==> src/rtl/reaction_pkg.sv <==
// reaction_pkg: shared encodings for the reaction timer.
//   - game_state_e : encoding of the upstream game-state bus
//   - rt_state_e   : internal reaction FSM states
//   - BCD_MAX      : saturated / "no result yet" BCD value
//   - int_to_bcd   : elaboration-time helper to express integer parameters in BCD
package reaction_pkg;

  typedef enum logic [1:0] {
    GS_IDLE      = 2'd0,
    GS_LOAD      = 2'd1,
    GS_COUNTDOWN = 2'd2,
    GS_MEASURE   = 2'd3
  } game_state_e;

  typedef enum logic [1:0] {
    ST_IDLE   = 2'd0,
    ST_ARMED  = 2'd1,
    ST_TIMING = 2'd2,
    ST_HOLD   = 2'd3
  } rt_state_e;

  localparam logic [15:0] BCD_MAX = 16'h9999;

  // Converts a constant integer (0..9999) to 4 BCD digits; only used on parameters.
  function automatic logic [15:0] int_to_bcd(input int unsigned value);
    logic [15:0] bcd;
    int unsigned rem;
    bcd = 16'h0000;
    rem = value;
    for (int i = 0; i < 4; i++) begin
      bcd[i*4 +: 4] = 4'(rem % 32'd10);
      rem = rem / 32'd10;
    end
    return bcd;
  endfunction

endpackage

==> src/rtl/reaction_timer_if.sv <==
// reaction_timer_if: game-side signals of the reaction timer.
//   Inputs to the timer : state[1:0], done, button (raw, asynchronous)
//   Outputs of the timer: react_bcd[15:0], best_bcd[15:0], result_valid, early, measuring
//   master modport: the game controller / bench; slave modport: the timer.
interface reaction_timer_if;
  logic [1:0]  state;
  logic        done;
  logic        button;
  logic [15:0] react_bcd;
  logic [15:0] best_bcd;
  logic        result_valid;
  logic        early;
  logic        measuring;

  modport master (
    output state, done, button,
    input  react_bcd, best_bcd, result_valid, early, measuring
  );

  modport slave (
    input  state, done, button,
    output react_bcd, best_bcd, result_valid, early, measuring
  );
endinterface

==> src/rtl/button_debounce.sv <==
// button_debounce: 2-flop synchronizer, counter debouncer and rising-edge detector.
//   clock, reset_n : system clock, asynchronous active-low reset
//   button         : raw asynchronous button
//   press          : registered one-clock pulse on the debounced 0->1 edge
//                    (raw-to-press latency is 2 + DEBOUNCE_MS clocks)
module button_debounce #(
  parameter int DEBOUNCE_MS = 4
) (
  input  logic clock,
  input  logic reset_n,
  input  logic button,
  output logic press
);
  localparam int CW = (DEBOUNCE_MS > 1) ? $clog2(DEBOUNCE_MS) : 1;
  localparam logic [CW-1:0] CNT_LAST = CW'(DEBOUNCE_MS - 1);

  logic          sync1_r;
  logic          sync2_r;
  logic          level_r;
  logic          press_r;
  logic [CW-1:0] cnt_r;
  logic          differ_s;
  logic          flip_s;

  // The level flips on the DEBOUNCE_MS-th consecutive clock of disagreement.
  assign differ_s = sync2_r ^ level_r;
  assign flip_s   = differ_s && (cnt_r == CNT_LAST);
  assign press    = press_r;

  // Two-stage synchronizer for the asynchronous button.
  always_ff @(posedge clock or negedge reset_n) begin
    if (!reset_n) begin
      sync1_r <= 1'b0;
      sync2_r <= 1'b0;
    end else begin
      sync1_r <= button;
      sync2_r <= sync1_r;
    end
  end

  // Stability counter, debounced level and press pulse.
  always_ff @(posedge clock or negedge reset_n) begin
    if (!reset_n) begin
      cnt_r   <= '0;
      level_r <= 1'b0;
      press_r <= 1'b0;
    end else begin
      press_r <= flip_s & sync2_r;
      if (!differ_s) begin
        cnt_r <= '0;
      end else if (flip_s) begin
        cnt_r   <= '0;
        level_r <= sync2_r;
      end else begin
        cnt_r <= cnt_r + CW'(1);
      end
    end
  end
endmodule

==> src/rtl/reaction_timer.sv <==
// reaction_timer: measures player reaction time in ms (clocks) as 4-digit BCD.
//   clock, reset_n : 1 kHz clock, asynchronous active-low reset
//   io (slave)     : state/done/button in; react_bcd, best_bcd, result_valid,
//                    early, measuring out (all registered)
module reaction_timer
  import reaction_pkg::*;
#(
  parameter int DEBOUNCE_MS = 4,
  parameter int MAX_COUNT   = 9999
) (
  input  logic clock,
  input  logic reset_n,
  reaction_timer_if.slave io
);
  localparam logic [15:0] COUNT_LIMIT = int_to_bcd(MAX_COUNT);

  rt_state_e   fsm_r, fsm_nxt_s;
  logic [15:0] count_r, count_nxt_s, count_inc_s;
  logic [15:0] react_r, react_nxt_s;
  logic [15:0] best_r, best_nxt_s;
  logic        rv_r, rv_nxt_s;
  logic        early_r, early_nxt_s;
  logic        meas_r;
  logic        press_s;

  button_debounce #(.DEBOUNCE_MS(DEBOUNCE_MS)) u_debounce (
    .clock   (clock),
    .reset_n (reset_n),
    .button  (io.button),
    .press   (press_s)
  );

  // BCD +1 with decimal carry ripple across the four digits.
  always_comb begin : bcd_inc
    logic carry_v;
    carry_v     = 1'b1;
    count_inc_s = count_r;
    for (int i = 0; i < 4; i++) begin
      if (carry_v) begin
        if (count_r[i*4 +: 4] == 4'd9) begin
          count_inc_s[i*4 +: 4] = 4'd0;
        end else begin
          count_inc_s[i*4 +: 4] = count_r[i*4 +: 4] + 4'd1;
          carry_v = 1'b0;
        end
      end else begin
        count_inc_s[i*4 +: 4] = count_r[i*4 +: 4];
      end
    end
  end

  // Next-state and next-output logic of the reaction FSM.
  always_comb begin
    fsm_nxt_s   = fsm_r;
    count_nxt_s = count_r;
    react_nxt_s = react_r;
    best_nxt_s  = best_r;
    rv_nxt_s    = 1'b0;
    early_nxt_s = early_r;
    if (io.state == GS_IDLE) begin
      fsm_nxt_s = ST_IDLE;
    end else begin
      case (fsm_r)
        ST_IDLE, ST_HOLD: begin
          if (io.state == GS_LOAD) begin
            fsm_nxt_s   = ST_ARMED;
            early_nxt_s = 1'b0;
          end else begin
            fsm_nxt_s = fsm_r;
          end
        end
        ST_ARMED: begin
          // A press wins over done, so a same-cycle press is still early.
          if (press_s) begin
            fsm_nxt_s   = ST_HOLD;
            early_nxt_s = 1'b1;
          end else if (io.done) begin
            fsm_nxt_s   = ST_TIMING;
            count_nxt_s = 16'h0001;
          end else begin
            fsm_nxt_s = ST_ARMED;
          end
        end
        ST_TIMING: begin
          if (press_s) begin
            fsm_nxt_s   = ST_HOLD;
            react_nxt_s = count_r;
            rv_nxt_s    = 1'b1;
            // BCD digits order the same way as binary, so a plain compare works.
            if (count_r < best_r) begin
              best_nxt_s = count_r;
            end else begin
              best_nxt_s = best_r;
            end
          end else if (count_r >= COUNT_LIMIT) begin
            fsm_nxt_s   = ST_HOLD;
            react_nxt_s = BCD_MAX;
            rv_nxt_s    = 1'b1;
          end else begin
            count_nxt_s = count_inc_s;
          end
        end
        default: begin
          fsm_nxt_s = ST_IDLE;
        end
      endcase
    end
  end

  // State and output registers.
  always_ff @(posedge clock or negedge reset_n) begin
    if (!reset_n) begin
      fsm_r   <= ST_IDLE;
      count_r <= 16'h0000;
      react_r <= 16'h0000;
      best_r  <= BCD_MAX;
      rv_r    <= 1'b0;
      early_r <= 1'b0;
      meas_r  <= 1'b0;
    end else begin
      fsm_r   <= fsm_nxt_s;
      count_r <= count_nxt_s;
      react_r <= react_nxt_s;
      best_r  <= best_nxt_s;
      rv_r    <= rv_nxt_s;
      early_r <= early_nxt_s;
      meas_r  <= (fsm_nxt_s == ST_TIMING);
    end
  end

  assign io.react_bcd    = react_r;
  assign io.best_bcd     = best_r;
  assign io.result_valid = rv_r;
  assign io.early        = early_r;
  assign io.measuring    = meas_r;
endmodule

==> src/flat_wrapper.sv <==
// flat-port wrapper written by rule: the top's interface ports become plain ports
module reaction_timer_flat import reaction_pkg::*;
#(
  parameter int DEBOUNCE_MS = 4,
  parameter int MAX_COUNT   = 9999
)
  (clock, reset_n, io_state, io_done, io_button, io_react_bcd, io_best_bcd, io_result_valid, io_early, io_measuring);
  reaction_timer_if io_i ();
  input  logic clock;
  input  logic reset_n;
  input wire logic [$bits(io_i.state)-1:0] io_state;
  input wire logic [$bits(io_i.done)-1:0] io_done;
  input wire logic [$bits(io_i.button)-1:0] io_button;
  output wire logic [$bits(io_i.react_bcd)-1:0] io_react_bcd;
  output wire logic [$bits(io_i.best_bcd)-1:0] io_best_bcd;
  output wire logic [$bits(io_i.result_valid)-1:0] io_result_valid;
  output wire logic [$bits(io_i.early)-1:0] io_early;
  output wire logic [$bits(io_i.measuring)-1:0] io_measuring;
  assign io_i.state = io_state;
  assign io_i.done = io_done;
  assign io_i.button = io_button;
  assign io_react_bcd = io_i.react_bcd;
  assign io_best_bcd = io_i.best_bcd;
  assign io_result_valid = io_i.result_valid;
  assign io_early = io_i.early;
  assign io_measuring = io_i.measuring;
  reaction_timer #(.DEBOUNCE_MS(DEBOUNCE_MS), .MAX_COUNT(MAX_COUNT)) u_core (.clock(clock), .reset_n(reset_n), .io(io_i));
endmodule
==> config.mk <==
export PLATFORM = sky130hd
export DESIGN_NAME = reaction_timer_flat
export DESIGN_NICKNAME = d
export VERILOG_FILES = /design/src/rtl/reaction_pkg.sv /design/src/rtl/reaction_timer_if.sv /design/src/rtl/button_debounce.sv /design/src/rtl/reaction_timer.sv /design/src/flat_wrapper.sv
export SDC_FILE = /design/constraint.sdc
export NUM_CORES = 1
export LEC_CHECK = 0
export ABC_CLOCK_PERIOD_IN_PS = 2730
export BUFFER_PORTS_ARGS = -buffer_cell sky130_fd_sc_hd__clkbuf_2
export CORE_MARGIN = 3
export CORE_UTILIZATION = 30
export CTS_CLUSTER_SIZE = 40
export DETAILED_ROUTE_END_ITERATION = 8
export GPL_TIMING_DRIVEN = 1
export MAX_ROUTING_LAYER = met4
export SYNTH_ARGS = -nofsm -noshare
export SYNTH_HDL_FRONTEND = slang
export SYNTH_SLANG_ARGS = --single-unit
==> constraint.sdc <==
create_clock -name clock -period 2.73 [get_ports clock]
set_input_delay 0 -clock clock [delete_from_list [all_inputs] [get_ports clock]]
set_output_delay 0 -clock clock [all_outputs]
set_load 0.01 [all_outputs]
* Word-level counts from Yosys, hierarchy flattened
Cells that the tools add are included.
Operators by class: $add $sub $neg 5, multipliers 0, div/mod/pow operators 0, $lt $le $gt $ge 2, equality and inequality tests 19, shift operators 0, mux-type cells 35, bitwise operators 3, reductions and logical operators 15
Operators with widths (count):
- $mux W16 | 6
- $pmux W16 S2 | 1
- $mux W4 | 7
- $reduce_and A7 Y1 | 3
- $add A4 B1 Y4 const B | 4
- $eq A4 B4 Y1 const B | 4
- $ge A16 B16 Y1 const B | 1
- $lt A16 B16 Y1 | 1
- $mux W2 | 8
- $mux W1 | 11
- $ne A2 B2 Y1 const B | 5
- $eq A2 B2 Y1 const B | 4
- $ne A2 B1 Y1 const B | 4
- $reduce_and A4 Y1 | 2
- $pmux W2 S3 | 1
- $reduce_and A6 Y1 | 1
- $reduce_bool A2 Y1 | 3
- $eq A2 B1 Y1 const B | 2
- $logic_not A2 Y1 | 2
- $reduce_and A3 Y1 | 1
- $add A2 B1 Y2 const B | 1
- $pmux W1 S2 | 1
- $reduce_and A2 Y1 | 1
- $reduce_or A2 Y1 | 1
- other kinds (4) | 4
Storage, ports and cells: register bits after elaboration 59, bits in latches 0, memory bits (writable) 0, bits in read-only memories 0, output and inout port bits 35, memories kept 0

* Logic depth before layout (Yosys ltp)
Gate-level depths: netlist (run 1).
depth after elaboration 8, depth in mapped cells 10

* Modules after synthesis
From an unflattened synthesis (run 1), not the netlist that was laid out.
Second synthesis, totals: cells, all modules 306, area total of the unflattened synthesis 3161.8 sq um
By module, submodules not included:
- reaction_timer | times used 1, cells an instance 292, area each 2957.8 sq um, sequential area each 1336.3 sq um
- button_debounce | times used 1, cells an instance 14, area each 203.9 sq um, sequential area each 150.1 sq um

* Worst setup path after synthesis (run 1)
No wires, ideal clock.
path type register to register, start point register u_core.best_r[3], in the netlist u_core.io.best_bcd[3], end point register u_core.best_r[13], in the netlist u_core.io.best_bcd[13], setup time 125 ps, arrival 1997 ps, required time 2605 ps, path slack 608 ps, cell stages (with the launch flop) 10, path buffers 1, clock period less this slack 2122 ps, cells stage by stage dfstp_2 > inv_1 > ha_1 > o21a_1 > o21ai_0 > o211ai_2 > a21oi_2 > o211ai_4 > buf_6 > mux2_4
On the way: word-level cells in the longest chain between the ends 2
RTL lines:
- from (decl) | RTL line reaction_timer.sv:20 | logic [15:0] best_r, best_nxt_s;
- from (signal assigned) | RTL line reaction_timer.sv:124 | best_r <= best_nxt_s;
- $lt A16 B16 Y1 | RTL line reaction_timer.sv:90 | if (count_r < best_r) begin
- $reduce_and A4 Y1 (no line)
No other way between the ends. A chain may end at the register's enable or synchronous reset.

* Worst setup path after layout (run 1)
start point register u_core.best_r[3], in the netlist u_core.io.best_bcd[3], end point register u_core.best_r[6], in the netlist u_core.io.best_bcd[6]
The elaborated chain is that of the path after synthesis.

==> impl_metrics.yaml, run 1 <==
synthesis:
  ys_types: 50
  synth-seq-cells: 59
  ys_top_cells_by_area: "dfrtp_1 41%, ha_1 7.5%, dfstp_2 6.7%, inv_1 4.3%, o21ai_0 4.1%"
  yosysWarnings: 0
  synth_fp_nets: 344
  syn_avg_cell_area_sq_um: 9.88
  synthArstFlopShare_pct: 100
  synth_seq_area_share_pct: 47.2
  synthCells: 319
  synth-edff-count: 0
  synthesis.area_sq_um: 3150
  synth_largest_area_cell: "dfrtp_1"
  synth_top_area_share_pct: 40.5
  yosys_most_used_dff: "dfrtp_1"
route:
  routed_wirelength_microns: 7300
  drtAntennaViolNets: 0
  first_pass_iters: 4
  drc: 0
  wl_per_cell_microns: 14.5
  drt_iter0_drc: 65
  vias: 2478
  vias_per_cell: 4.94
global_route:
  grt_pass1_vias: 2438
  grt.overflow.total: 0
  grt_pass1_wl_microns: 11900
  grtUsageTotal_pct: 13.5
  grt_start_max_net_pins: 60
  antenna_found_initial: 0
sta:
  final_max_slew_viol_count: 0
  skew_ps: 7.51
  timing.final.crit_share_pct: 87.9
  period_needed_ps: 2400
  fmax_mhz: 417
  slew_headroom_pct: 49.9
  worst_pin_slew_ps: 751
  rsz0062_at_grt: "no"
  hold_viol: 0
  whs_ps: 58.5
  setup_violations: 0
  tns_ps: 0
worst_setup_path:
  crit_type: "register to register"
  critPathCaptureType: "register"
  critPathLaunchType: "register"
  arrival_ps: 2630
  reg2reg_from: "u_core.io.best_bcd[3]$_DFFE_PN1P_"
  crit_fanout: 16
  cp_data_required_time_ps: 2960
  startpoint: "u_core.io.best_bcd[3]$_DFFE_PN1P_"
cts:
  clock_sinks: 59
  clk_path_buf_depth: 2
  clockRootBuffer: "clkbuf_8"
  post_cts_buffers: 0
  clkTransAtPathRegs_ps: 70
  cts_tree: "built"
  insertion_delay_ps: 350
  cts_inserted_buffers: 9
  htreeDepth: 3
  cts-resized-gates: 0
  hold_buffers: 4
cells_and_area:
  antenna_cells: 0
  design_area_sq_um: 3760
  fin_nets: 389
  seq_area_sq_um: 1490
  instances_no_fill: 502
  n_fill_cell: 1028
  area_growth_pct: 19.2
  drive_gt1_share_pct: 25.5
  multi_input_area_sq_um: 1430
status:
  status: "complete, no violations"
die:
  coreArea_sq_um: 10000
  initial_core_util_pct: 31.5
  num_rows: 36
  die_w_microns: 108
  io_pins: 41
  die_y_microns: 108
  die-area_sq_um: 11800
place:
  gp_congestion: 0.879
  placed_area_sq_um: 3490
  dp.cells: 482
  port_buffers: 40
  dp_hpwl_microns: 5320
power_and_ir_drop:
  p_per_area_nw_per_um2: 758
  p_leak_nw: 1.79
  irDropWorstVdd_uv: 319
  p_total_mw: 2.85
worst_hold_path:
  min_path_type: "input pin to register"
  hp-start: "io_done"
job:
  max_cap_violations: 0
==> final cells by class <==
| class | instances | area share [%] |
|---|---|---|
| Clock buffer | 11 | 4.03 |
| Clock inverter | 5 | 2.00 |
| Inverter | 37 | 3.70 |
| Multi-Input combinational cell | 204 | 38.1 |
| Sequential cell | 59 | 39.6 |
| Tap cell | 133 | 4.43 |
| Timing Repair Buffer | 53 | 8.19 |
==> through the flow <==
| stage | setup WS (ps) | utilization [%] |
|---|---|---|
| final | 331 | 37.6 |
| after CTS | 313 | 37.6 |
| after floorplan | 608 | - |
| after global routing | 166 | 37.6 |
| after global placement | 388 | 34.9 |
| after detailed placement | 355 | 34.9 |
==> path summary, 6_finish.rpt <==
check	endpoint	slack, ps	depth (start not counted)
min in group asynchronous	u_core.io.best_bcd[6]$_DFFE_PN0P_	340	3
max in group asynchronous	u_core.count_r[10]$_DFFE_PN0P_	1890	3
worst max register to register	u_core.io.best_bcd[6]$_DFFE_PN0P_	330	8
worst max-delay path	u_core.io.best_bcd[6]$_DFFE_PN0P_	330	8
worst min register to register	u_core.u_debounce.sync2_r$_DFF_PN0_	360	0
worst min-delay path	u_core.count_r[2]$_DFFE_PN0P_	60	4
==> registers in the layout (all words and copies together), names as in the netlist, 2 cells and up <==
signal and flops:
u_core.count_r 16, u_core.io.react_bcd 16, u_core.io.best_bcd 16, u_core.u_debounce.cnt_r 2
u_core.fsm_r 2
==> synthesized netlist by cell type (2+ instances only) <==
cell type / instances
dfrtp_1: 51
inv_1: 36
o21ai_0: 26
nor2_1: 24
ha_1: 19
nand2_1: 16
nand3_1: 14
a31oi_1: 13
a21oi_1: 12
clkbuf_1: 10
mux2i_1: 9
dfstp_2: 8
mux2_2: 8
buf_2: 6
nor3_1: 6
nand4_1: 5
nor2b_1: 5
nand2b_1: 4
o31ai_1: 4
o41ai_1: 4
a21oi_2: 3
buf_6: 2
mux2_4: 2
o211ai_1: 2
o21a_1: 2
o21ai_1: 2
o31a_1: 2
or3_1: 2
==> logic make-up (layout without fill, tap and decap cells) <==
group | Yosys count | in the layout | share of synthesized area [%]
multiplexers | 19 | 19 | 6.67
flip-flops | 59 | 59 | 47.2
AND/OR/NAND/NOR | 82 | 82 | 12.9
AO/OA/AOI/OAI | 82 | 82 | 17.8
adder cells (fa/ha/maj) | 19 | 19 | 7.55
buffers and inverters | 56 | 106 | 7.43
XOR/XNOR | 2 | 2 | 0.556
==> worst max-delay path, stage by stage (launching register included) <==
cell and delay [ps]:
dfstp_2 530, inv_1 50, ha_1 270, o21a_1 100
o21ai_0 90, o211ai_2 180, a21oi_2 90, o211ai_4 560
mux2_2 410
==> where the power goes <==
| group | internal [mW] | switching (mW) |
|---|---|---|
| clock network | 0.559 | 0.361 |
| logic | 0.299 | 0.445 |
| registers | 1.03 | 0.148 |
==> cells in the final DEF, fill, tap and decap left out, drive strengths merged, types with 2 or more instances in the layout <==
| cell | count |
|---|---|
| or3 | 2 |
| a21oi | 15 |
| mux2 | 10 |
| mux2i | 9 |
| inv | 37 |
| nand2b | 5 |
| nand4 | 5 |
| dfstp | 8 |
| nor2b | 5 |
| clkinv | 3 |
| o41ai | 4 |
| dfrtp | 51 |
| o31a | 2 |
| nor2 | 24 |
| o31ai | 5 |
| dlygate4sd3 | 4 |
| nor3 | 6 |
| o211ai | 4 |
| bufinv | 2 |
| o21ai | 28 |
| ha | 19 |
| o21a | 2 |
| a31oi | 13 |
| nand2 | 16 |
| nand3 | 14 |
| clkbuf | 51 |
| buf | 9 |
==> metal layers <==
layer	up-vias	routed length, microns	track usage [%]
met5	-	0	-
met4	0	123	5.23
met3	12	257	3.64
met2	48	3600	21.5
met1	1202	3310	16.3
li1	1216	-	-
Power figures use the tool's default switching activity.
==> inputs of run 2 (changes only) <==
ABC_AREA = 1   (was unset)
==> run 2 against run 1 <==
Effect of this change: count of clock-buffer cells in the layout did not move; first-iteration DRC count up 75%; maximum frequency grew 9.7%; worst setup slack better by 210 ps; global-route usage down 0.49 points; power increased by 15%; cell area up 2.5%; clock power down 18%; worst hold slack worse by 40 ps; critical path depth grew 2; final cell count up 20%; die area increased by 5.1%.
==> impl_metrics.yaml, run 2 <==
power_and_ir_drop:
  p_per_area_nw_per_um2: 848
  clockPowerShare_pct: 23.0
  irDropWorstVdd_uv: 363
  seqPwrFrac_pct: 38.0
  combPwrFrac_pct: 39.1
  p_leak_nw: 1.98
  p_sw_share_pct: 43.0
  power.net_switching_mw: 1.40
  power.internal_mw: 1.86
cts:
  hold_buffers: 2
  htreeDepth: 3
  clock_sinks: 59
  post_cts_buffers: 0
  insertion_delay_ps: 340
  clockRootBuffer: "clkbuf_8"
  cts_tree: "built"
  clk_path_buf_depth: 2
  cts-resized-gates: 0
  clkTransAtPathRegs_ps: 70
  cts_inserted_buffers: 9
synthesis:
  synth_top_area_share_pct: 38.4
  synthArstFlopShare_pct: 100
  synth_largest_area_cell: "dfrtp_1"
  synth-edff-count: 0
  ys_top_cells_by_area: "dfrtp_1 38%, nand2_1 15%, ha_1 7.2%, dfstp_2 6.3%, nand3_1 6.2%"
  synthCells: 420
  yosys_most_used_dff: "dfrtp_1"
  yosysWarnings: 0
  synth_fp_nets: 445
  syn_avg_cell_area_sq_um: 7.90
  synth_seq_area_share_pct: 44.8
  synthesis.area_sq_um: 3320
  ys_types: 36
  synth-seq-cells: 59
  synth_common_cells: "136 x nand2_1, 51 x dfrtp_1, 49 x inv_1"
  synth_most_common_cell: "nand2_1"
sta:
  hold_viol: 0
  skew_ps: 10.9
  setup_violations: 0
  timing.final.crit_share_pct: 80.1
  worst_pin_slew_ps: 755
  slew_headroom_pct: 49.7
  rsz0062_at_grt: "no"
  tns_ps: 0
  period_needed_ps: 2190
  fmax_mhz: 457
  whs_ps: 18.6
  final_max_slew_viol_count: 0
route:
  wl_per_cell_microns: 12.5
  drc: 0
  drtAntennaViolNets: 0
  vias: 2855
  drt_iter0_drc: 114
  first_pass_iters: 5
  vias_per_cell: 4.73
  routed_wirelength_microns: 7540
die:
  coreArea_sq_um: 10600
  io_pins: 41
  num_rows: 37
  die_w_microns: 111
  initial_core_util_pct: 31.4
  die_y_microns: 111
  die-area_sq_um: 12400
global_route:
  antenna_found_initial: 0
  grt.overflow.total: 0
  grt_start_max_net_pins: 60
  grtUsageTotal_pct: 13.0
  grt_pass1_wl_microns: 13000
  grt_pass1_vias: 2831
place:
  placed_area_sq_um: 3640
  port_buffers: 40
  gp_congestion: 0.891
  dp.cells: 586
  dp_hpwl_microns: 5580
cells_and_area:
  post-route-util_pct: 36.5
  antenna_cells: 0
  final_common_cell: "nand2_1"
  drive_gt1_share_pct: 18.6
  layout_common_cells: "136 x nand2_1, 51 x dfrtp_1, 49 x inv_1, 41 x nand3_1, 40 x clkbuf_2"
  area_growth_pct: 15.9
  n_fill_cell: 1134
  instances_no_fill: 604
  fin_nets: 488
  design_area_sq_um: 3850
job:
  max_cap_violations: 0
status:
  status: "complete, no violations"
worst_hold_path:
  min_path_type: "input pin to register"
worst_setup_path:
  crit_fanout: 16
  crit_type: "register to register"
  critPathLaunchType: "register"
  cp_data_required_time_ps: 2950
  arrival_ps: 2410
  critPathCaptureType: "register"
run 2: changes by cell type after synthesis, moves of 5 or more:
cell      previous run  this run
nand4_1              5        12
nand2_1             16       136
mux2_2               8         0
nor2_1              24        18
nor2b_1              5         0
mux2i_1              9         0
nand3_1             14        41
inv_1               36        49
a31oi_1             13         1
clkbuf_1            10         2
run 2: stage by stage:
| step | setup slack [ps] | power (mW) |
|---|---|---|
| 2_1_floorplan | 790 | 2.19 |
| 3_3_place_gp | 660 | 2.49 |
| 3_5_place_dp | 555 | 2.53 |
| 4_1_cts | 542 | 3.30 |
| 5_1_grt | 342 | 3.55 |
| 6_report | 543 | 3.26 |
run 2: final timing paths:
path / slack [ps] / from / to / depth (start not counted)
worst max-delay path: 540 / u_core.io.best_bcd[15]$_DFFE_PN1P_ / u_core.io.best_bcd[10]$_DFFE_PN0P_ / 10
max in group asynchronous: 1880 / reset_n / u_core.count_r[13]$_DFFE_PN0P_ / 3
worst min register to register: 350 / u_core.u_debounce.sync1_r$_DFF_PN0_ / u_core.u_debounce.sync2_r$_DFF_PN0_ / 0
min in group asynchronous: 340 / reset_n / u_core.u_debounce.cnt_r[0]$_DFF_PN0_ / 3
worst max register to register: 540 / u_core.io.best_bcd[15]$_DFFE_PN1P_ / u_core.io.best_bcd[10]$_DFFE_PN0P_ / 10
worst min-delay path: 20 / io_state[1] / u_core.io.early$_DFFE_PN0P_ / 4
run 2: layout make-up:
class / instances / area, sq um / share of cell area [%]
clock inverters: 5 / 36.3 / 0.943
repair buffers: 49 / 273 / 7.09
clock buffers: 11 / 151 / 3.93
inverters: 52 / 195 / 5.07
flip-flops and latches: 59 / 1490 / 38.6
well taps: 136 / 170 / 4.42
multi-input cells: 292 / 1540 / 39.9
run 2: per-layer routing:
layer  global-route usage [%]  wire [microns]  vias up
li1                         -               -     1435
met4                     4.46             154        0
met3                     2.89             285       11
met2                     21.9            3770       55
met5                        -               0        -
met1                     15.4            3330     1354
run 2: cell families (layout without fill, tap and decap cells):
group                      after synthesis  count (layout)  synth area share, %
buffers and inverters                   69             117                 8.93
DFF                                     59              59                 44.8
xor gates and xnor gates                 5               5                 1.32
and+or+nand+nor                        225             225                 30.3
adders and majority gates               19              19                 7.16
AOI/OAI and AO/OA                       43              43                 7.46
run 2: power groups by stage:
stage	clock [mW]	combinational, mW	sequential (mW)
global placement	0	1.24	1.25
detailed placement	0	1.27	1.25
floorplan	0	0.988	1.20
global route	0.813	1.47	1.27
CTS	0.777	1.28	1.24
finish	0.750	1.28	1.24
run 2: critical path, cell delays in order (launching register included):
cell and delay (ps):
dfstp_2 540, inv_1 40, ha_1 300, nand2_1 110, inv_1 90, o21ai_0 100, nand3_1 100, a21oi_1 160
nand4_2 400, nand2_1 170, nand2_1 70
==> inputs of run 3 (changes only) <==
ABC_CLOCK_PERIOD_IN_PS = 1900   (was 2730)
clock period = 1.9 ns   (was 2.73 ns; I/O delays follow)
==> run 3 against run 2 <==
Effect of this change: worst hold slack improved by 34 ps; count of clock-buffer cells in the layout is 1 higher; largest cell class unchanged; first-iteration DRC count increased by 27%; die area unchanged; clock power is 79% higher; flip-flop and latch count unchanged; maximum frequency grew 19%; global-route usage increased by 1.3 points; routed wire length grew 13%; critical path depth up 1.
==> impl_metrics.yaml, run 3 (synthesis results as in run 2) <==
sta:
  worst_pin_slew_ps: 333
  fmax_mhz: 543
  timing.final.crit_share_pct: 96.9
  hold_viol: 0
  whs_ps: 52.7
  slew_headroom_pct: 77.5
  final_max_slew_viol_count: 0
  period_needed_ps: 1840
  setup_violations: 0
  skew_ps: 5.84
  rsz0062_at_grt: "yes"
cts:
  insertion_delay_ps: 350
  clkTransAtPathRegs_ps: 70
  cts_tree: "built"
  cts_inserted_buffers: 9
  clockRootBuffer: "clkbuf_8"
  clk_path_buf_depth: 2
  clock_sinks: 59
  htreeDepth: 3
status:
  status: "complete, no violations"
die:
  num_rows: 37
  initial_core_util_pct: 31.4
  die_w_microns: 111
  die_y_microns: 111
  die-area_sq_um: 12400
  coreArea_sq_um: 10600
  io_pins: 41
power_and_ir_drop:
  p_total_mw: 5.67
  irDropWorstVdd_uv: 542
  p_leak_nw: 2.21
  p_per_area_nw_per_um2: 1280
route:
  drtAntennaViolNets: 0
  first_pass_iters: 6
  routed_wirelength_microns: 8490
  drc: 0
  vias: 3043
  wl_per_cell_microns: 13.3
  vias_per_cell: 4.78
  drt_iter0_drc: 145
worst_setup_path:
  crit_type: "register to register"
  ff2ff_setup_slack_ps: 60
  arrival_ps: 2080
  critPathCaptureType: "register"
  cp_data_required_time_ps: 2140
  crit_fanout: 8
  critPathLaunchType: "register"
global_route:
  grt.overflow.total: 0
  grt_pass1_wl_microns: 14100
  antenna_found_initial: 0
  grt_start_max_net_pins: 60
  grt_pass1_vias: 2923
  grtUsageTotal_pct: 14.3
place:
  port_buffers: 40
  dp_hpwl_microns: 5960
  gp_congestion: 0.848
worst_hold_path:
  min_path_type: "input pin to register"
cells_and_area:
  layout_common_cells: "116 x nand2_1, 50 x dfrtp_1, 42 x inv_1, 40 x clkbuf_2, 37 x nand3_1"
  area_growth_pct: 33.6
  fin_nets: 521
  antenna_cells: 0
  drive_gt1_share_pct: 32.5
  final_common_cell: "nand2_1"
job:
  max_cap_violations: 0
-- run 3: cell types whose count changed in the layout (fill, tap and decap cells not counted), moves of 4 or more --
cell     change
ha_1         -8
nand3_1      -4
nand2_2     +16
o21ai_0      -5
inv_2        +7
buf_4       +25
o21ai_1      +5
ha_4         +5
inv_1        -7
nand2_1     -20
-- run 3: final cells by class --
cell class	instances	area, sq um
repair buffers	81	569
flip-flops and latches	59	1490
multi-input cells	293	1790
clock inverters	4	72.6
well taps	136	170
inverters	52	195
clock buffers	12	155
fillers	1052	6120
-- run 3: worst paths after layout --
path | start | end | cells past startpoint
min reg2reg | u_core.u_debounce.sync1_r$_DFF_PN0_ | u_core.u_debounce.sync2_r$_DFF_PN0_ | 0
min in group asynchronous | reset_n | u_core.io.best_bcd[5]$_DFFE_PN0P_ | 3
max reg2reg | u_core.io.best_bcd[15]$_DFFE_PN1P_ | u_core.io.best_bcd[13]$_DFFE_PN0P_ | 11
min | io_state[0] | u_core.io.early$_DFFE_PN0P_ | 6
max in group asynchronous | reset_n | u_core.io.best_bcd[15]$_DFFE_PN1P_ | 3
max | u_core.io.best_bcd[15]$_DFFE_PN1P_ | u_core.io.best_bcd[13]$_DFFE_PN0P_ | 11
-- run 3: metrics by stage --
step	setup slack (ps)	cells	utilization (%)	instance area, sq um	TNS [ps]
6_report	58.1	637	42.0	4440	0
5_1_grt	-25.3	637	42.0	4440	-105
4_1_cts	2.29	626	39.5	4170	0
3_5_place_dp	-62.3	602	35.9	3790	-312
3_3_place_gp	52.2	602	35.9	3790	0
2_1_floorplan	8.95	420	-	3330	0
-- run 3: critical path, stage by stage, from the launching register on --
cell and delay (ps):
dfstp_2 530, inv_1 60, ha_4 230, nand2_4 80, inv_2 50, o21ai_1 90, nand3_1 100, a21oi_2 170
nand4_4 140, buf_12 180, nand2_1 50, nand2_1 50
-- run 3: what timing repair did --
item,4_1_cts,5_1_grt
hold endpoints to repair,61,0
endpoints found under the setup margin,16,47
buffers inserted,4,10
pin swaps,10,18
resized for setup,16,51
gates cloned,1,1
hold buffers,3,0
-- run 3: report_power, final --
group | internal (mW) | switching (mW) | total [mW]
combinational | 1.02 | 1.60 | 2.62
clock | 0.808 | 0.528 | 1.34
sequential | 1.51 | 0.208 | 1.71
-- run 3: layer usage --
layer | global-route usage, % | up-vias | share of wire [%]
li1 | - | 1514 | -
met1 | 17.7 | 1458 | 44
met2 | 23.0 | 60 | 51
met3 | 4.42 | 11 | 4.2
met4 | 3.16 | 0 | 1.4
met5 | - | - | 0
